File: src/rtl/req_queue_pkg.sv
// Shared defaults and types for the two-channel request front end.
package req_queue_pkg;

  localparam int unsigned DATA_W = 8;
  localparam int unsigned DEPTH  = 4;

  typedef enum logic {
    SRC0 = 1'b0,
    SRC1 = 1'b1
  } src_e;

endpackage

File: src/rtl/req_queue_if.sv
// Handshake, arbiter and output signals of req_queue, bundled for port connection.
interface req_queue_if
  import req_queue_pkg::*;
#(
  parameter int unsigned DATA_W = req_queue_pkg::DATA_W
) ();

  logic              in0_valid;
  logic              in0_ready;
  logic [DATA_W-1:0] in0_data;
  logic              in1_valid;
  logic              in1_ready;
  logic [DATA_W-1:0] in1_data;
  logic              req_0;
  logic              req_1;
  logic              gnt_0;
  logic              gnt_1;
  logic              out_valid;
  src_e              out_src;
  logic [DATA_W-1:0] out_data;
  logic              err_gnt;

  // master: producers, arbiter and consumer around the queue
  modport master (
    output in0_valid, in0_data, in1_valid, in1_data, gnt_0, gnt_1,
    input  in0_ready, in1_ready, req_0, req_1, out_valid, out_src, out_data, err_gnt
  );

  modport slave (
    input  in0_valid, in0_data, in1_valid, in1_data, gnt_0, gnt_1,
    output in0_ready, in1_ready, req_0, req_1, out_valid, out_src, out_data, err_gnt
  );

endinterface

File: src/rtl/req_queue_fifo.sv
// Per-channel synchronous FIFO; full/empty come from the registered occupancy count.
module req_fifo #(
  parameter int unsigned DATA_W = 8,
  parameter int unsigned DEPTH  = 4
) (
  input  logic              clk,
  input  logic              rst,
  input  logic              push,
  input  logic [DATA_W-1:0] push_data,
  input  logic              pop,
  output logic [DATA_W-1:0] head,
  output logic              full,
  output logic              empty
);

  localparam int unsigned PTR_W = $clog2(DEPTH);
  localparam int unsigned CNT_W = PTR_W + 1;

  logic [DATA_W-1:0] mem [DEPTH];
  logic [PTR_W-1:0]  wr_ptr;
  logic [PTR_W-1:0]  rd_ptr;
  logic [CNT_W-1:0]  count;
  logic              do_push;
  logic              do_pop;

  assign full    = (count == CNT_W'(DEPTH));
  assign empty   = (count == '0);
  // A full FIFO refuses a push even when a pop happens in the same cycle.
  assign do_push = push && !full;
  assign do_pop  = pop && !empty;
  assign head    = mem[rd_ptr];

  always_ff @(posedge clk) begin
    if (do_push) mem[wr_ptr] <= push_data;
  end

  always_ff @(posedge clk or negedge rst) begin
    if (!rst) begin
      wr_ptr <= '0;
      rd_ptr <= '0;
      count  <= '0;
    end else begin
      if (do_push) wr_ptr <= wr_ptr + PTR_W'(1);
      if (do_pop)  rd_ptr <= rd_ptr + PTR_W'(1);
      case ({do_push, do_pop})
        2'b10:   count <= count + CNT_W'(1);
        2'b01:   count <= count - CNT_W'(1);
        default: count <= count;
      endcase
    end
  end

endmodule

File: src/rtl/req_queue.sv
// Two-channel request front end: buffers each channel, raises requests, pops on grant.
module req_queue
  import req_queue_pkg::*;
#(
  parameter int unsigned DATA_W = req_queue_pkg::DATA_W,
  parameter int unsigned DEPTH  = req_queue_pkg::DEPTH
) (
  input logic        clk,
  input logic        rst,
  req_queue_if.slave bus
);

  logic              full_0, full_1;
  logic              empty_0, empty_1;
  logic [DATA_W-1:0] head_0, head_1;
  logic              pop_0, pop_1;
  logic              bad_gnt;

  req_fifo #(.DATA_W(DATA_W), .DEPTH(DEPTH)) u_fifo_0 (
    .clk       (clk),
    .rst       (rst),
    .push      (bus.in0_valid),
    .push_data (bus.in0_data),
    .pop       (pop_0),
    .head      (head_0),
    .full      (full_0),
    .empty     (empty_0)
  );

  req_fifo #(.DATA_W(DATA_W), .DEPTH(DEPTH)) u_fifo_1 (
    .clk       (clk),
    .rst       (rst),
    .push      (bus.in1_valid),
    .push_data (bus.in1_data),
    .pop       (pop_1),
    .head      (head_1),
    .full      (full_1),
    .empty     (empty_1)
  );

  assign bus.in0_ready = !full_0;
  assign bus.in1_ready = !full_1;
  assign bus.req_0     = !empty_0;
  assign bus.req_1     = !empty_1;

  // A dual grant pops nothing; a grant to an empty channel is flagged, not executed.
  always_comb begin
    pop_0   = bus.gnt_0 && !bus.gnt_1 && !empty_0;
    pop_1   = bus.gnt_1 && !bus.gnt_0 && !empty_1;
    bad_gnt = (bus.gnt_0 && bus.gnt_1) || (bus.gnt_0 && empty_0) || (bus.gnt_1 && empty_1);
  end

  always_ff @(posedge clk or negedge rst) begin
    if (!rst) begin
      bus.out_valid <= 1'b0;
      bus.out_src   <= SRC0;
      bus.out_data  <= '0;
    end else begin
      bus.out_valid <= pop_0 || pop_1;
      if (pop_0) begin
        bus.out_src  <= SRC0;
        bus.out_data <= head_0;
      end else if (pop_1) begin
        bus.out_src  <= SRC1;
        bus.out_data <= head_1;
      end
    end
  end

  always_ff @(posedge clk or negedge rst) begin
    if (!rst)         bus.err_gnt <= 1'b0;
    else if (bad_gnt) bus.err_gnt <= 1'b1;
  end

endmodule
File: src/flat_wrapper.sv
// flat-port wrapper written by rule: the top's interface ports become plain ports
module req_queue_flat import req_queue_pkg::*;
#(
  parameter int unsigned DATA_W = req_queue_pkg::DATA_W,
  parameter int unsigned DEPTH  = req_queue_pkg::DEPTH
)
  (clk, rst, bus_in0_valid, bus_in0_data, bus_in1_valid, bus_in1_data, bus_gnt_0, bus_gnt_1, bus_in0_ready, bus_in1_ready, bus_req_0, bus_req_1, bus_out_valid, bus_out_src, bus_out_data, bus_err_gnt);
  req_queue_if #(.DATA_W(DATA_W)) bus_i ();
  input logic clk;
  input logic rst;
  input wire logic [$bits(bus_i.in0_valid)-1:0] bus_in0_valid;
  input wire logic [$bits(bus_i.in0_data)-1:0] bus_in0_data;
  input wire logic [$bits(bus_i.in1_valid)-1:0] bus_in1_valid;
  input wire logic [$bits(bus_i.in1_data)-1:0] bus_in1_data;
  input wire logic [$bits(bus_i.gnt_0)-1:0] bus_gnt_0;
  input wire logic [$bits(bus_i.gnt_1)-1:0] bus_gnt_1;
  output wire logic [$bits(bus_i.in0_ready)-1:0] bus_in0_ready;
  output wire logic [$bits(bus_i.in1_ready)-1:0] bus_in1_ready;
  output wire logic [$bits(bus_i.req_0)-1:0] bus_req_0;
  output wire logic [$bits(bus_i.req_1)-1:0] bus_req_1;
  output wire logic [$bits(bus_i.out_valid)-1:0] bus_out_valid;
  output wire logic [$bits(bus_i.out_src)-1:0] bus_out_src;
  output wire logic [$bits(bus_i.out_data)-1:0] bus_out_data;
  output wire logic [$bits(bus_i.err_gnt)-1:0] bus_err_gnt;
  assign bus_i.in0_valid = bus_in0_valid;
  assign bus_i.in0_data = bus_in0_data;
  assign bus_i.in1_valid = bus_in1_valid;
  assign bus_i.in1_data = bus_in1_data;
  assign bus_i.gnt_0 = bus_gnt_0;
  assign bus_i.gnt_1 = bus_gnt_1;
  assign bus_in0_ready = bus_i.in0_ready;
  assign bus_in1_ready = bus_i.in1_ready;
  assign bus_req_0 = bus_i.req_0;
  assign bus_req_1 = bus_i.req_1;
  assign bus_out_valid = bus_i.out_valid;
  assign bus_out_src = bus_i.out_src;
  assign bus_out_data = bus_i.out_data;
  assign bus_err_gnt = bus_i.err_gnt;
  req_queue #(.DATA_W(DATA_W), .DEPTH(DEPTH)) u_core (.clk(clk), .rst(rst), .bus(bus_i));
endmodule
File: config.mk
export PLATFORM = sky130hd
export DESIGN_NAME = req_queue_flat
export DESIGN_NICKNAME = d
export VERILOG_FILES = /design/src/rtl/req_queue_pkg.sv /design/src/rtl/req_queue_if.sv /design/src/rtl/req_queue_fifo.sv /design/src/rtl/req_queue.sv /design/src/flat_wrapper.sv
export SDC_FILE = /design/constraint.sdc
export NUM_CORES = 1
export LEC_CHECK = 0
export BUFFER_PORTS_ARGS = -buffer_cell sky130_fd_sc_hd__buf_2
export CORE_MARGIN = 1.5
export CORE_UTILIZATION = 58
export DETAILED_ROUTE_END_ITERATION = 12
export PLACE_DENSITY = 0.84
export SYNTH_ARGS = -nofsm -noshare
export SYNTH_HDL_FRONTEND = slang
export SYNTH_SLANG_ARGS = --single-unit
File: constraint.sdc
create_clock -name clk -period 2.3 [get_ports clk]
set_input_delay 0.115 -clock clk [delete_from_list [all_inputs] [get_ports clk]]
set_output_delay 0.115 -clock clk [all_outputs]
set_load 0.02 [all_outputs]
==> impl_metrics.tcl, run 1 <==
set metrics [dict create \
    outcome "completed" \
    postPlaceCellArea_sq_mm 0.003951 \
    dieArea_sq_mm 0.006831 \
    clk_path_buf_depth 2 \
    final_area_sq_mm 0.004338 \
    setup_viol 0 \
    finalMaxSlewViolations 0 \
    drv_cap 0 \
    worstSetupStartpointType "flop" \
    worstMarginPinSlew_ps 570.3 \
    syn-num-nets 243 \
    vias_per_cell 5.610 \
    met2_usage_pct 35.53 \
    avgSynthCellArea_sq_um 17.61 \
    peakVddDrop_uv 699.5 \
    pre_cts_slack_ps 59.42 \
    top_usage_layer "met2" \
    powerDensity_mw_per_mm2 1191 \
    vias 1986 \
    drcViolationCount 0 \
    cts_sinks 89 \
    nNetsFinal 308 \
    max_freq_ghz 0.4587 \
    cts.clk_slew.worst_paths_ps 80 \
    crit_required_ps 2580 \
    ios 37 \
    yosysUniqueCellTypes 29 \
    critPathMaxFanout 4 \
    timing.final.ws_setup_ps 119.9 \
    drtIter0Drc 123 \
    fin_cells 354 \
    synth_cells 209 \
    path_class "reg2reg" \
    core_area_sq_mm 0.006026 \
    drt_pass1_iterations 4 \
    use_met3_pct 5.824 \
    ys_ff_latch 89 \
    endpoint_kind "flop" \
    synth_top_cell_area_share_pct 52.23 \
    wire_per_inst_um 18.04 \
    hold_ws_ps 61.03 \
    skew_ps 6.504 \
    antenna_found_initial 0 \
    grt_start_max_net_pins 26 \
    dp_hpwl_mm 4.173 \
    post-route-min-period_ps 2180 \
    yosysSeqAreaShare_pct 69.23 \
    antenna_cells 0 \
    cts_made_buffers 9 \
    cts_tree "yes" \
    die_h_um 82.65 \
    synth_area_leader_cell "edfxtp_1" \
    wirelength_mm 6.385 \
    numPortBuffers 36 \
    grt_overflow 0 \
    min_path_type "in2reg" \
    fin_crit_sh_pct 94.79 \
    maxSlewHeadroom_pct 61.98 \
    postRouteAntennaNets 0 \
    cp.arrival_ps 2460 \
    drive_gt1_share_pct 30.47 \
    grtUsageTotal_pct 21.85 \
    initial_utilization_pct 61.07 \
    htreeDepth 3 \
    dpl.cell_count 318 \
    grt_first_pass_wirelength_mm 10.16 \
    grt_use_met1_pct 27.74 \
    clk_latency_ps 350 \
    synthesis.area_sq_mm 0.003680 \
    grt_pass1_vias 2066 \
    num_rows 28 \
    yosysWarnings 0 \
    rsz0062_at_grt "yes" \
    cts-root-buf "clkbuf_8" \
    globalplace.congestion 0.8092 \
    hold_viol 0 \
    syn_to_final_growth_pct 17.89 \
    synth_area_leaders "edfxtp_1, dfrtp_1, mux4_2" \
    p_leak_nw 1.699 \
    fp.dieW_um 82.65 \
]
critical path, cell delays in order (launching register included):
cell	delay, ps
dfrtp_1	420
or3b_4	420
and2_4	190
inv_2	50
ha_1	180
inv_1	60
fa_1	370
xor2_1	150
nor2_1	130
xor2_1	150
stage by stage:
stage                     util (%)  total power, mW  setup TNS (ps)
final                        71.99            5.168               0
after global routing         71.99            5.476          -11.62
after CTS                    71.53            5.162               0
after detailed placement     65.57            4.119               0
after global placement       65.57            4.039               0
after floorplan                  -            3.634               0
area by class of cell:
type                       count  area (sq um)
clock buffer                  11         131.4
clock inverter                 5         57.56
timing repair buffer          62         417.9
multi-input combinational     98          1037
sequential                    89          2547
inverter                      14         52.55
tap                           75         93.84
fill                         385          1688
cell families after synthesis:
family	synth area share, %
DFF	69.23
and+or+nand+nor	6.903
buffers and inverters	2.720
muxes	10.40
AOI/OAI and AO/OA	3.400
xor gates and xnor gates	2.856
adders and majority gates	4.488
registers in the layout, indices dropped and copies added, names as in the netlist:
name,flops
u_core.bus.out_data,8
u_core.u_fifo_1.count,3
u_core.u_fifo_0.count,3
u_core.bus.out_valid,1
u_core.bus.out_src,1
u_core.u_fifo_0.rd_ptr,2
u_core.u_fifo_1.wr_ptr,2
u_core.u_fifo_1.rd_ptr,2
u_core.u_fifo_0.mem,32
u_core.u_fifo_0.wr_ptr,2
u_core.bus.err_gnt,1
u_core.u_fifo_1.mem,32
power by group:
group / leakage (nW) / total (mW) / switching (mW) / internal, mW
logic: 0.730 / 1.70 / 0.873 / 0.823
registers: 0.873 / 2.45 / 0.260 / 2.19
clock network: 0.0973 / 1.02 / 0.521 / 0.503
total: 1.70 / 5.17 / 1.65 / 3.51
cells in the mapped netlist:
cell and number:
edfxtp_1 64, dfrtp_1 25, mux4_2 16, or3_1 16, ha_1 10, inv_1 10, and3_1 8, o211a_1 8
xor2_1 8, nor2_1 5, clkbuf_1 4, inv_2 4, xnor2_1 4, and2_4 2, buf_2 2, buf_6 2
fa_1 2, mux2_1 2, nand2_1 2, nand2b_1 2, nor3_1 2, o21ai_0 2, o21ai_1 2, or3b_1 2
a21oi_1 1, nor3b_1 1, nor3b_2 1, o21bai_1 1, o22ai_2 1
placed cells by master, fill, tap and decap left out, drive strengths merged, types with 4 or more instances in the layout:
master	synthesis	routed
edfxtp	64	64
buf	4	45
dfrtp	25	25
dlygate4sd3	0	17
mux4	16	16
or3	16	16
inv	14	14
clkbuf	4	11
ha	10	10
and3	8	8
o211a	8	8
xor2	8	8
nor2	5	5
xnor2	4	4
o21ai	4	4
clkinv	0	4
per-layer routing:
layer  part of all wire, %  routed length [um]
met2                    51                3274
met4                   2.4                 154
met3                   5.6                 357
met5                     0                   0
met1                    41                2599
final timing paths:
| path | from | endpoint | slack, ps | depth (start not counted) |
|---|---|---|---|---|
| min | bus_gnt_1 | u_core.bus.err_gnt | 60 | 3 |
| min in group asynchronous | rst | u_core.u_fifo_1.wr_ptr[0] | 290 | 2 |
| min reg2reg | u_core.bus.err_gnt | u_core.bus.err_gnt | 490 | 1 |
| max in group asynchronous | rst | u_core.u_fifo_0.rd_ptr[0] | 1620 | 2 |
| max | u_core.u_fifo_0.count[0] | u_core.u_fifo_0.count[2] | 120 | 9 |
| max reg2reg | u_core.u_fifo_0.count[0] | u_core.u_fifo_0.count[2] | 120 | 9 |
timing repair:
action / 4_1_cts / 5_1_grt
gates resized for setup: 0 / 2
endpoints found under the setup margin: 0 / 2
hold endpoints to repair: 89 / 0
hold buffers: 17 / 0
buffers inserted: 0 / 3
Note: power is estimated with default switching activity, not from simulation.
==> inputs of run 2 (changes only) <==
- PLACE_DENSITY: 0.84 -> 0.83
- SYNTH_HIERARCHICAL: default -> 1
==> impl_metrics.tcl, run 2 <==
set metrics [dict create \
    outcome "completed" \
    cts_sinks 89 \
    antenna_cells 0 \
    synthesis.area_sq_mm 0.003746 \
    numPortBuffers 36 \
    intPower_mw 3.747 \
    finalMaxSlewViolations 0 \
    combinationalPowerShare_pct 33.2 \
    top_regs "u_core/u_fifo_0/mem: 32 flops, u_core/u_fifo_1/mem: 32 flops, u_core/bus.out_data: 8 flops" \
    yosysSeqAreaShare_pct 68.00 \
    async_flop_share_pct 28.09 \
    worstPathCellList "nor3_2 -> or3b_4 -> clkinv_8 -> o31a_2 -> ha_1 -> inv_1 -> fa_1 -> xor2_1 -> nor2_1 -> xor2_1" \
    hold_ws_ps 69.44 \
    core_area_sq_mm 0.006277 \
    skew_ps 6.052 \
    grt_pass1_vias 1975 \
    tns_ps 0 \
    wirelength_mm 6.267 \
    yosysWarnings 6 \
    grt_overflow 0 \
    vias_per_cell 5.461 \
    p_sw_mw 1.745 \
    multiInputGateArea_sq_mm 0.001090 \
    synth_flop_cell "edfxtp_1" \
    hold_depth 3 \
    initial_utilization_pct 59.68 \
    fp.dieW_um 83.37 \
    synth_area_leader_cell "edfxtp_1" \
    cts.clk_slew.worst_paths_ps 90 \
    min_path_type "in2reg" \
    seqPwrFrac_pct 46.0 \
    worstRegToRegCells 10 \
    max_stage_delay_ps 440 \
    wire_per_inst_um 17.51 \
    setup_viol 0 \
    synth_edf_count 64 \
    drtIter0Drc 108 \
    ios 37 \
    crit_required_ps 2580 \
    drt_pass1_iterations 4 \
    grtUsageTotal_pct 19.87 \
    crit_path_frequent_cell "xor2_1" \
    crit_slowest_cell "or3b_4" \
    dp_hpwl_mm 4.350 \
    yosysMostFrequentCell "edfxtp_1" \
    max_freq_ghz 0.4581 \
    cp.arrival_ps 2460 \
    drv_cap 0 \
    postPlaceCellArea_sq_mm 0.004060 \
    pwr-share-clk_pct 20.8 \
    maxSlewHeadroom_pct 61.52 \
    layout_common_cells "edfxtp_1, buf_2, dfrtp_1" \
    cts_made_buffers 9 \
    hold_viol 0 \
    critPathMaxFanout 3 \
    worstMarginPinSlew_ps 577.2 \
    clk_path_buf_depth 2 \
    grt_first_pass_wirelength_mm 10.10 \
    seqCellArea_sq_mm 0.002550 \
    yosysUniqueCellTypes 28 \
    synth_area_leaders "edfxtp_1, dfrtp_1, mux4_2" \
    vias 1955 \
    post-route-min-period_ps 2183 \
    path_buf_inv 2 \
    layout_commonest_cell "edfxtp_1" \
    die_h_um 83.37 \
    p_leak_nw 1.734 \
    crit_cells 10 \
    globalplace.congestion 0.7168 \
    grt_start_max_net_pins 26 \
    switching_share_pct 31.77 \
    drive_gt1_share_pct 38.08 \
    synth_cells 208 \
    cp_top_family "simple AND/OR/NAND/NOR gates" \
    nFillCells 378 \
    drcViolationCount 0 \
    rsz0062_at_grt "no" \
    num_rows 29 \
    powerDensity_mw_per_mm2 1232 \
    cts-root-buf "clkbuf_8" \
    htreeDepth 3 \
    synth_commonest_cells "edfxtp_1, dfrtp_1, inv_1, mux4_2, nand2_1" \
    fin_crit_sh_pct 94.92 \
    dieArea_sq_mm 0.006950 \
    nNetsFinal 310 \
    peakVddDrop_uv 773.5 \
    antenna_found_initial 0 \
    syn-num-nets 242 \
    syn_to_final_growth_pct 19.04 \
    worstSetupStartpointType "flop" \
    postRouteAntennaNets 0 \
    avgSynthCellArea_sq_um 18.01 \
    synth_top_cell_area_share_pct 51.30 \
    final_area_sq_mm 0.004459 \
    endpoint_kind "flop" \
    clk_latency_ps 350 \
    path_class "reg2reg" \
    ys_ff_latch 89 \
    cts_tree "yes" \
]
run 2: cell families (layout without fill, tap and decap cells):
kind of cell / Yosys count / in the layout / synth area share (%)
AOI/OAI and AO/OA: 21 / 21 / 5.378
xor gates and xnor gates: 12 / 12 / 2.806
adders and majority gates: 12 / 12 / 4.409
buffers and inverters: 24 / 97 / 3.106
DFF: 89 / 89 / 68.00
muxes: 20 / 20 / 10.96
and+or+nand+nor: 30 / 30 / 5.344
run 2: final timing paths:
kind / startpoint / end / slack (ps)
max: u_core/u_fifo_1/count[2] / u_core/u_fifo_1/count[2] / 120
min: bus_gnt_0 / u_core/bus.err_gnt / 70
max reg2reg: u_core/u_fifo_1/count[2] / u_core/u_fifo_1/count[2] / 120
min reg2reg: u_core/bus.out_src / u_core/bus.out_src / 490
max in group asynchronous: rst / u_core/u_fifo_1/count[0] / 1620
min in group asynchronous: rst / u_core/bus.err_gnt / 280
run 2: worst min-delay path, cell delays in order:
cell,delay (ps)
buf_2,110
a21oi_1,40
o21bai_1,120
run 2: stage by stage:
step / utilization, % / power (mW) / worst slack, ps / std cells
2_1_floorplan: - / 3.835 / 47.18 / 208
3_3_place_gp: 64.68 / 4.299 / 116.7 / 324
3_5_place_dp: 64.68 / 4.360 / 55.68 / 324
4_1_cts: 70.86 / 5.522 / 38.32 / 357
5_1_grt: 71.04 / 5.811 / 11.19 / 358
6_report: 71.04 / 5.492 / 116.8 / 358
run 2: what timing repair did:
item / CTS / global route
hold endpoints to repair: 89 / 0
endpoints found under the setup margin: 0 / 2
resized for setup: 0 / 2
buffers inserted: 0 / 1
hold buffers: 17 / 0
run 2: routing by layer:
layer / up-vias / global-route usage [%] / wire (um)
met5: - / 0 / 0
met3: 12 / 4.970 / 261
li1: 909 / - / -
met2: 51 / 31.12 / 3139
met1: 983 / 26.47 / 2721
met4: 0 / 9.394 / 144
run 2: power groups by stage:
stage	sequential (mW)	combinational, mW	clock [mW]
floorplan	2.50	1.34	0
global placement	2.55	1.75	0
detailed placement	2.58	1.78	0
CTS	2.54	1.81	1.17
global route	2.58	1.99	1.24
finish	2.53	1.82	1.14
run 2: layout make-up:
type	instances	share of cell area, %
flip-flops and latches	89	57.18
clock inverters	7	2.104
multi-input cells	95	24.44
inverters	18	1.796
clock buffers	9	2.778
well taps	77	2.160
repair buffers	63	9.540
==> inputs of run 3 (changes only) <==
- CORE_MARGIN: 1.5 -> default
==> impl_metrics.tcl, run 3 (synthesized netlist as in run 2, its figures left out) <==
set metrics [dict create \
    crit_required_ps 2560 \
    skew_ps 6.129 \
    drive_gt1_share_pct 37.86 \
    cts-root-buf "clkbuf_8" \
    vias 1971 \
    cp.arrival_ps 2420 \
    finalMaxSlewViolations 0 \
    nFillCells 379 \
    initial_utilization_pct 61.81 \
    htreeDepth 3 \
    drt_pass1_iterations 4 \
    core_area_sq_mm 0.006061 \
    critPathMaxFanout 3 \
    intPower_mw 3.529 \
    grt_overflow 0 \
    grt_first_pass_wirelength_mm 9.825 \
    maxSlewHeadroom_pct 58.90 \
    die_h_um 82.37 \
    max_freq_ghz 0.4643 \
    layout_commonest_cell "edfxtp_1" \
    cts_made_buffers 9 \
    drv_cap 0 \
    tns_ps 0 \
    seqPwrFrac_pct 48.4 \
    layout_common_cells "edfxtp_1, buf_2, dfrtp_1" \
    clk_path_buf_depth 2 \
    antenna_found_initial 0 \
    path_class "reg2reg" \
    p_total_mw 5.253 \
    setup_viol 0 \
    endpoint_kind "flop" \
    vias_per_cell 5.552 \
    rsz0062_at_grt "no" \
    worstMarginPinSlew_ps 616.4 \
    pwr-share-clk_pct 16.9 \
    crit_path_frequent_cell "xor2_1" \
    grtUsageTotal_pct 21.06 \
    top_regs "u_core/u_fifo_0/mem: 32 flops, u_core/u_fifo_1/mem: 32 flops, u_core/bus.out_data: 8 flops" \
    p_leak_nw 1.702 \
    fp.dieW_um 82.37 \
    syn_to_final_growth_pct 17.53 \
    ios 37 \
    combinationalPowerShare_pct 34.7 \
    worstPathCellList "nor3_2 -> or3b_4 -> clkinv_8 -> o31a_2 -> ha_1 -> inv_1 -> fa_1 -> xor2_1 -> nor2_1 -> xor2_1" \
    cts_sinks 89 \
    postRouteAntennaNets 0 \
    dp_hpwl_mm 4.318 \
    post-route-min-period_ps 2154 \
    grt_start_max_net_pins 26 \
    outcome "completed" \
    worstSetupStartpointType "flop" \
    nNetsFinal 309 \
    cts_tree "yes" \
    path_buf_inv 2 \
    max_stage_delay_ps 430 \
    numPortBuffers 36 \
    drcViolationCount 0 \
    min_path_type "in2reg" \
    fin_util_pct 72.65 \
    grt_pass1_vias 2055 \
    dieArea_sq_mm 0.006784 \
    wirelength_mm 6.233 \
    switching_share_pct 32.82 \
    fin_crit_sh_pct 93.65 \
    globalplace.congestion 0.7101 \
    clk_latency_ps 340 \
    peakVddDrop_uv 721.8 \
    crit_slowest_cell "or3b_4" \
    hold_ws_ps 26.47 \
    powerDensity_mw_per_mm2 1193 \
    drtIter0Drc 114 \
    wire_per_inst_um 17.56 \
    antenna_cells 0 \
    hold_viol 0 \
    num_rows 28 \
    cts.clk_slew.worst_paths_ps 80 \
    cp_top_family "simple AND/OR/NAND/NOR gates" \
    p_sw_mw 1.724 \
]
run 3: cell count changes in the layout (fill, tap and decap cells not counted), sizes merged:
cell,change
inv,-1
clkbuf,+2
dlygate4sd3,-1
clkinvlp,+1
bufinv,-2
run 3: worst paths after layout:
path / from / to / slack, ps / depth (start not counted)
max in group asynchronous: rst / u_core/u_fifo_1/count[0] / 1600 / 2
worst min-delay path: bus_in1_data[4] / u_core/u_fifo_1/mem[0][4] / 30 / 1
worst max-delay path: u_core/u_fifo_1/count[2] / u_core/u_fifo_1/count[2] / 150 / 10
worst min register to register: u_core/bus.err_gnt / u_core/bus.err_gnt / 480 / 1
worst max register to register: u_core/u_fifo_1/count[2] / u_core/u_fifo_1/count[2] / 150 / 10
min in group asynchronous: rst / u_core/u_fifo_0/wr_ptr[1] / 300 / 2
run 3: power by group through the flow:
stage,Sequential (mW),Clock [mW],Combinational [mW]
after floorplan,2.50,0,1.34
after global placement,2.56,0,1.75
after detailed placement,2.58,0,1.78
after CTS,2.55,0.912,1.81
after global routing,2.61,0.976,1.97
final,2.54,0.889,1.82
run 3: layer usage:
| metal | global-route usage [%] | vias up | part of all wire (%) | wire length, um |
|---|---|---|---|---|
| met5 | 0 | - | 0 | 0 |
| met1 | 27.12 | 986 | 44 | 2712 |
| met3 | 5.165 | 10 | 5.3 | 330 |
| met4 | 9.298 | 0 | 1.7 | 108 |
| met2 | 34.13 | 70 | 49 | 3081 |
| li1 | - | 905 | - | - |
run 3: repair_timing:
item	CTS	global route
endpoints found under the hold margin	81	4
gates resized for setup	0	4
setup endpoints to repair	0	2
setup buffers	0	1
hold buffers	15	1
run 3: cell type report:
type | count | area [sq um] | area share [%]
Sequential cell | 89 | 2550 | 57.91
Multi-Input combinational cell | 95 | 1100 | 24.98
Timing Repair Buffer | 62 | 415.4 | 9.434
Clock buffer | 11 | 131.4 | 2.984
Tap cell | 75 | 93.84 | 2.131
Inverter | 18 | 80.08 | 1.819
Clock inverter | 5 | 32.53 | 0.7388
run 3: through the flow:
step | setup slack (ps) | cells | cell area, sq um
3_5_place_dp | 90.59 | 322 | 4058
6_report | 146.1 | 355 | 4403
5_1_grt | 15.88 | 355 | 4403
3_3_place_gp | 116.0 | 322 | 4058
2_1_floorplan | 47.18 | 208 | 3752
4_1_cts | 63.67 | 353 | 4372
run 3: worst register-to-register path: cells and delay by family (launching register included):
family	cells	cell delay, ps
AO/OA/AOI/OAI	1	160
XOR/XNOR	2	290
adder cells (fa/ha/maj)	2	560
buffers and inverters	2	110
flip-flops	1	360
AND/OR/NAND/NOR	3	600
